[config.mk]
export PLATFORM = sky130hd
export DESIGN_NAME = player_move_controller
export DESIGN_NICKNAME = d
export VERILOG_FILES = /design/src/rtl/player_move_controller.sv
export SDC_FILE = /design/constraint.sdc
export NUM_CORES = 1
export LEC_CHECK = 0
export CAP_MARGIN = 0
export CORE_UTILIZATION = 50
export DETAILED_ROUTE_END_ITERATION = 10
export PLACE_DENSITY = 0.71
export SLEW_MARGIN = 10
export SYNTH_ARGS = -nofsm -noshare
export SYNTH_HDL_FRONTEND = slang
export SYNTH_SLANG_ARGS = --single-unit
[constraint.sdc]
create_clock -name clk -period 2 [get_ports clk]
set_input_delay 0.5 -clock clk [delete_from_list [all_inputs] [get_ports clk]]
set_output_delay 0.5 -clock clk [all_outputs]
set_load 0.02 [all_outputs]
[src/rtl/player_move_controller.sv]
`default_nettype none
// +--------------------------------------------------------------------------+
// | player_move_controller                                                   |
// | Turns direction buttons into move codes for the collision detector and  |
// | commits the detector's answer into the player position.                  |
// | Revision: 1.0                                                            |
// +--------------------------------------------------------------------------+
module player_move_controller #(
    parameter logic [4:0] SPAWN_X       = 5'd1,
    parameter logic [4:0] SPAWN_Y       = 5'd1,
    parameter int         GRID_W        = 20,
    parameter int         GRID_H        = 15,
    parameter int         SETTLE_CYCLES = 2,
    parameter int         REPEAT_CYCLES = 12_500_000
) (
    input  logic       clk,
    input  logic       reset,
    input  logic       btn_right,
    input  logic       btn_up,
    input  logic       btn_left,
    input  logic       btn_down,
    input  logic [4:0] new_x_pos,
    input  logic [4:0] new_y_pos,
    output logic [2:0] move,
    output logic [4:0] current_x_pos,
    output logic [4:0] current_y_pos,
    output logic       moved,
    output logic       blocked
);

    localparam int CNT_W = (SETTLE_CYCLES > 1) ? $clog2(SETTLE_CYCLES) : 1;
    localparam int RPT_W = $clog2(REPEAT_CYCLES);

    localparam logic [CNT_W-1:0] SETTLE_LOAD = CNT_W'(SETTLE_CYCLES - 1);
    localparam logic [RPT_W-1:0] RPT_LAST    = RPT_W'(REPEAT_CYCLES - 1);
    localparam logic [5:0]       GRID_W_L    = 6'(GRID_W);
    localparam logic [5:0]       GRID_H_L    = 6'(GRID_H);

    localparam logic [2:0] MOVE_NONE  = 3'b000;
    localparam logic [2:0] MOVE_RIGHT = 3'b100;
    localparam logic [2:0] MOVE_UP    = 3'b001;
    localparam logic [2:0] MOVE_LEFT  = 3'b010;
    localparam logic [2:0] MOVE_DOWN  = 3'b011;

    typedef enum logic [2:0] {
        ST_IDLE   = 3'd0,
        ST_ISSUE  = 3'd1,
        ST_SETTLE = 3'd2,
        ST_COMMIT = 3'd3,
        ST_HOLD   = 3'd4
    } state_t;

    state_t           state_q, state_d;
    logic [3:0]       btn_meta_q, btn_sync_q;
    logic [2:0]       move_q, move_d;
    logic [CNT_W-1:0] cnt_q, cnt_d;
    logic [RPT_W-1:0] rpt_q, rpt_d;
    logic [4:0]       x_q, x_d, y_q, y_d;
    logic             moved_q, moved_d, blocked_q, blocked_d;

    logic [2:0]       prio_code;
    logic             any_pressed;
    logic             in_bounds;

    // Bit order {down, left, up, right}; two flops per button against metastability.
    always_ff @(posedge clk or posedge reset) begin
        if (reset) begin
            btn_meta_q <= 4'b0000;
            btn_sync_q <= 4'b0000;
        end else begin
            btn_meta_q <= {btn_down, btn_left, btn_up, btn_right};
            btn_sync_q <= btn_meta_q;
        end
    end

    always_comb begin
        prio_code = MOVE_NONE;
        if (btn_sync_q[0])      prio_code = MOVE_RIGHT;
        else if (btn_sync_q[1]) prio_code = MOVE_UP;
        else if (btn_sync_q[2]) prio_code = MOVE_LEFT;
        else if (btn_sync_q[3]) prio_code = MOVE_DOWN;
    end

    assign any_pressed = |btn_sync_q;
    assign in_bounds   = ({1'b0, new_x_pos} < GRID_W_L) && ({1'b0, new_y_pos} < GRID_H_L);

    always_ff @(posedge clk or posedge reset) begin
        if (reset) begin
            state_q   <= ST_IDLE;
            move_q    <= MOVE_NONE;
            cnt_q     <= '0;
            rpt_q     <= '0;
            x_q       <= SPAWN_X;
            y_q       <= SPAWN_Y;
            moved_q   <= 1'b0;
            blocked_q <= 1'b0;
        end else begin
            state_q   <= state_d;
            move_q    <= move_d;
            cnt_q     <= cnt_d;
            rpt_q     <= rpt_d;
            x_q       <= x_d;
            y_q       <= y_d;
            moved_q   <= moved_d;
            blocked_q <= blocked_d;
        end
    end

    // The code is latched on entry to ISSUE and only cleared on the way into HOLD,
    // so the detector sees one stable request followed by at least one idle cycle.
    always_comb begin
        state_d   = state_q;
        move_d    = move_q;
        cnt_d     = cnt_q;
        rpt_d     = rpt_q;
        x_d       = x_q;
        y_d       = y_q;
        moved_d   = 1'b0;
        blocked_d = 1'b0;

        case (state_q)
            ST_IDLE: begin
                move_d = MOVE_NONE;
                if (any_pressed) begin
                    state_d = ST_ISSUE;
                    move_d  = prio_code;
                end
            end
            ST_ISSUE: begin
                state_d = ST_SETTLE;
                cnt_d   = SETTLE_LOAD;
            end
            ST_SETTLE: begin
                if (cnt_q == '0) begin
                    state_d = ST_COMMIT;
                end else begin
                    cnt_d = cnt_q - 1'b1;
                end
            end
            ST_COMMIT: begin
                if (in_bounds) begin
                    x_d       = new_x_pos;
                    y_d       = new_y_pos;
                    moved_d   = (new_x_pos != x_q) || (new_y_pos != y_q);
                    blocked_d = (new_x_pos == x_q) && (new_y_pos == y_q);
                end else begin
                    blocked_d = 1'b1;
                end
                state_d = ST_HOLD;
                move_d  = MOVE_NONE;
                rpt_d   = '0;
            end
            ST_HOLD: begin
                move_d = MOVE_NONE;
                if (!any_pressed) begin
                    state_d = ST_IDLE;
                end else if (rpt_q == RPT_LAST) begin
                    state_d = ST_ISSUE;
                    move_d  = prio_code;
                end else begin
                    rpt_d = rpt_q + 1'b1;
                end
            end
            default: begin
                state_d = ST_IDLE;
                move_d  = MOVE_NONE;
            end
        endcase
    end

    assign move          = move_q;
    assign current_x_pos = x_q;
    assign current_y_pos = y_q;
    assign moved         = moved_q;
    assign blocked       = blocked_q;

endmodule
`default_nettype wire

==> impl_table.tex <==
\begin{tabular}{lr}
\hline
Metric & Value \\
\hline
\multicolumn{2}{l}{\textbf{Clock network}} \\
CTS sink cnt & 51 \\
Post-cts hold buffer count & 0 \\
Insertion delay to the later sink of the worst-skew pair & 0.30 ns \\
Number of buffers added by the clock tree synthesis step & 5 \\
Max Root-Sink Buffers & 2 \\
CTS resizes & 0 \\
CTS tree & built \\
Master cell of the clock root buffer & clkbuf\_8 \\
Number of setup buffers added after CTS & 0 \\
Number of H-tree levels & 2 \\
Reg clk slew, reported paths & 0.09 ns \\
\multicolumn{2}{l}{\textbf{Timing}} \\
Share of the clock period used by the worst path & 91.1\% \\
Slew of the pin with the lowest slew margin & 0.344 ns \\
Min cycle time layout & 1.82 ns \\
Fin. max-slew vios & 0 \\
Final worst hold slack & 0.355 ns \\
Total Negative Setup Slacks & 0 ns \\
Worst setup skew after layout & 0.00620 ns \\
Total count of hold-check failures in the final report & 0 \\
Max-Slew Margin vs Limit & 76.9\% \\
Maximum clock rate & 0.549 GHz \\
Unrepaired setup endpoints after global routing & no \\
Crit path setup slack, layout & 0.179 ns \\
Count of endpoints failing setup in the final report & 0 \\
\multicolumn{2}{l}{\textbf{Placed design}} \\
Post-placement setup slack & -0.00152 ns \\
Port-buffer cells & 30 \\
Final GP Congestion & 0.794 \\
Sum of net half-perimeters after detailed placement & 3410 µm \\
\multicolumn{2}{l}{\textbf{Final layout}} \\
Fraction of the core area covered by cells at the end of the flow & 65.8\% \\
Share of final-layout standard cells stronger than drive strength 1 & 16.4\% \\
Commonest non-fill, non-tap cell in the layout & dfrtp\_1 \\
Most frequent cells in the layout & dfrtp\_1, clkdlybuf4s50\_1, nand2\_1, nor2\_1, buf\_4 \\
Total number of nets in the final design & 290 \\
Number of diodes & 0 \\
Syn-to-layout area delta & 22.2\% \\
\multicolumn{2}{l}{\textbf{Synth}} \\
Post-synthesis cell area & 2430 µm² \\
Commonest register cell after synthesis & dfrtp\_1 \\
Largest area contributor in the synthesized netlist & dfrtp\_1 \\
Post-synthesis sequential area ratio & 52.7\% \\
Number of flops mapped to enable cells by yosys & 0 \\
Leading cell types by total area after synthesis & dfrtp\_1, xnor2\_1, mux2\_2 \\
Synth async-reset ratio & 100\% \\
Net Count, Synth & 244 \\
Synth Warn \# & 0 \\
Library cells used by synthesis & 42 \\
Cell count after synthesis & 227 \\
Syn Area/Cell & 10.7 µm² \\
Count of state elements after synthesis & 51 \\
Area share of the leading cell type in the synthesized netlist & 50.5\% \\
\multicolumn{2}{l}{\textbf{Route}} \\
Total wirelength of the detailed-routed design & 4740 µm \\
Via count normalized by instance count & 5.63 \\
Residual antenna-violating net count after detailed routing & 0 \\
Per-cell routed wire length & 14.5 µm \\
Iteration-0 DRC Markers & 140 \\
Via count & 1,837 \\
Drt drc & 0 \\
Router iterations before antenna repair & 4 \\
\multicolumn{2}{l}{\textbf{Worst setup path}} \\
R2R Path Start & rpt\_q[0] \\
CP peak stage delay & 0.62 ns \\
Top Family by Delay on Critical Path & buffers and inverters \\
List of cells traversed by the critical path & clkdlybuf4s50\_1 \\
Standard cell with the maximum stage delay on the critical path & clkdlybuf4s50\_1 \\
Startpoint types & flop \\
Arrival time of data at the critical path endpoint & 1.32 ns \\
Destination of the worst register-to-register timing path & rpt\_q[14] \\
Count of buffering cells on the critical path with inverters included & 1 \\
Total stage count of the critical path & 1 \\
Crit path max fanout & 3 \\
Required time reported for the critical path endpoint & 1.50 ns \\
Depth of the most critical reg-to-reg path & 6 \\
Crit end category & output port \\
Kind of critical path & reg -> out \\
Reg-to-reg setup timing slack & 0.18 ns \\
\multicolumn{2}{l}{\textbf{Global route}} \\
Number of global-route vias before repair & 1,725 \\
Pin count of the biggest net entering global routing & 52 \\
Leftover overflow at the end of global routing & 0 \\
Total track usage & 20.5\% \\
Initial antenna violation count & 0 \\
Wire length of the first global-routing pass & 8130 µm \\
\multicolumn{2}{l}{\textbf{Hold path}} \\
Worst Hold Class & reg -> reg \\
WHS Path Cells & 0 \\
Origin of the worst min-delay path & btn\_meta\_q[3] \\
Terminating pin of the worst hold path & btn\_sync\_q[3] \\
\multicolumn{2}{l}{\textbf{Pwr}} \\
P per Cell Area & 1040 nW/µm² \\
Total power & 3100 µW \\
Leak Pwr & 0.00126 µW \\
VDD IR-drop max & 0.795 mV \\
\multicolumn{2}{l}{\textbf{Run}} \\
Number of max-cap violations & 0 \\
\multicolumn{2}{l}{\textbf{Floorplan}} \\
Die Width & 71.7 µm \\
Top-level I/O count & 31 \\
Die outline area & 5140 µm² \\
Effective utilization at floorplan & 53.9\% \\
Vertical die dimension & 71.7 µm \\
Placeable Area & 4500 µm² \\
Std-Cell Rows & 24 \\
\multicolumn{2}{l}{\textbf{Status}} \\
Outcome & finished, final reports clean \\
\hline
\end{tabular}
-- metal layers --
layer,track usage (%),vias to the layer above,wire length (µm)
met5,0,-,0
met4,7.19,0,51
met3,3.80,4,194
met2,30.9,39,2150
met1,29.7,887,2340
li1,-,907,-
-- metrics by stage --
stage	cells	instance area, µm²
detailed placement	318	2880
CTS	326	2960
global placement	318	2880
global route	326	2970
finish	326	2970
floorplan	227	2430
-- kinds of logic (layout without fill, tap and decap cells) --
logic type | Yosys count | count (layout) | synth area share (%)
buffers and inverters | 12 | 59 | 2.78
and+or+nand+nor | 99 | 99 | 22.7
AOI/OAI and AO/OA | 28 | 28 | 7.16
adders and majority gates | 1 | 1 | 0.515
muxes | 14 | 14 | 6.24
DFF | 51 | 51 | 52.7
xor gates and xnor gates | 22 | 22 | 7.94
-- synth_stat cells, drive strengths merged (6+ instances only) --
cell and instances:
xor2 8, xnor2 14, nand4 8, nor4 12
nand3 10, dfrtp 49, nor2 19, buf 6
o21ai 10, nand2 20, mux2 9
-- cell type report --
type                       instances  area, µm²
sequential                        51       1280
clock inverter                     3       15.0
tap                               52       65.1
multi-input combinational        164       1080
clock buffer                       5       68.8
inverter                           5       18.8
timing repair buffer              46        438
fill                             359       1540
-- report_power, final --
group	switching (µW)	total (µW)	internal (µW)
combinational	547	1090	539
clock	335	576	240
sequential	197	1430	1240
-- state kept, by name, indices dropped and copies added, names as in the netlist --
register and count:
blocked 1, state_q 3, moved 1, btn_sync_q 4
cnt_q 1, rpt_q 24, current_y_pos 5, current_x_pos 5
move 3, btn_meta_q 4
-- worst max-delay path by stage --
| stage | startpoint | end | slack, ns |
|---|---|---|---|
| finish | current_x_pos[2] | current_x_pos[2] | 0.18 |
| global route | state_q[0] | rpt_q[23] | 0.08 |
| CTS | current_x_pos[0] | current_x_pos[0] | 0.01 |
| detailed placement | new_y_pos[3] | moved | -0.002 |
| global placement | new_y_pos[3] | moved | 0.05 |
| floorplan | reset | blocked | 0.27 |
Power figures use the tool's default switching activity.
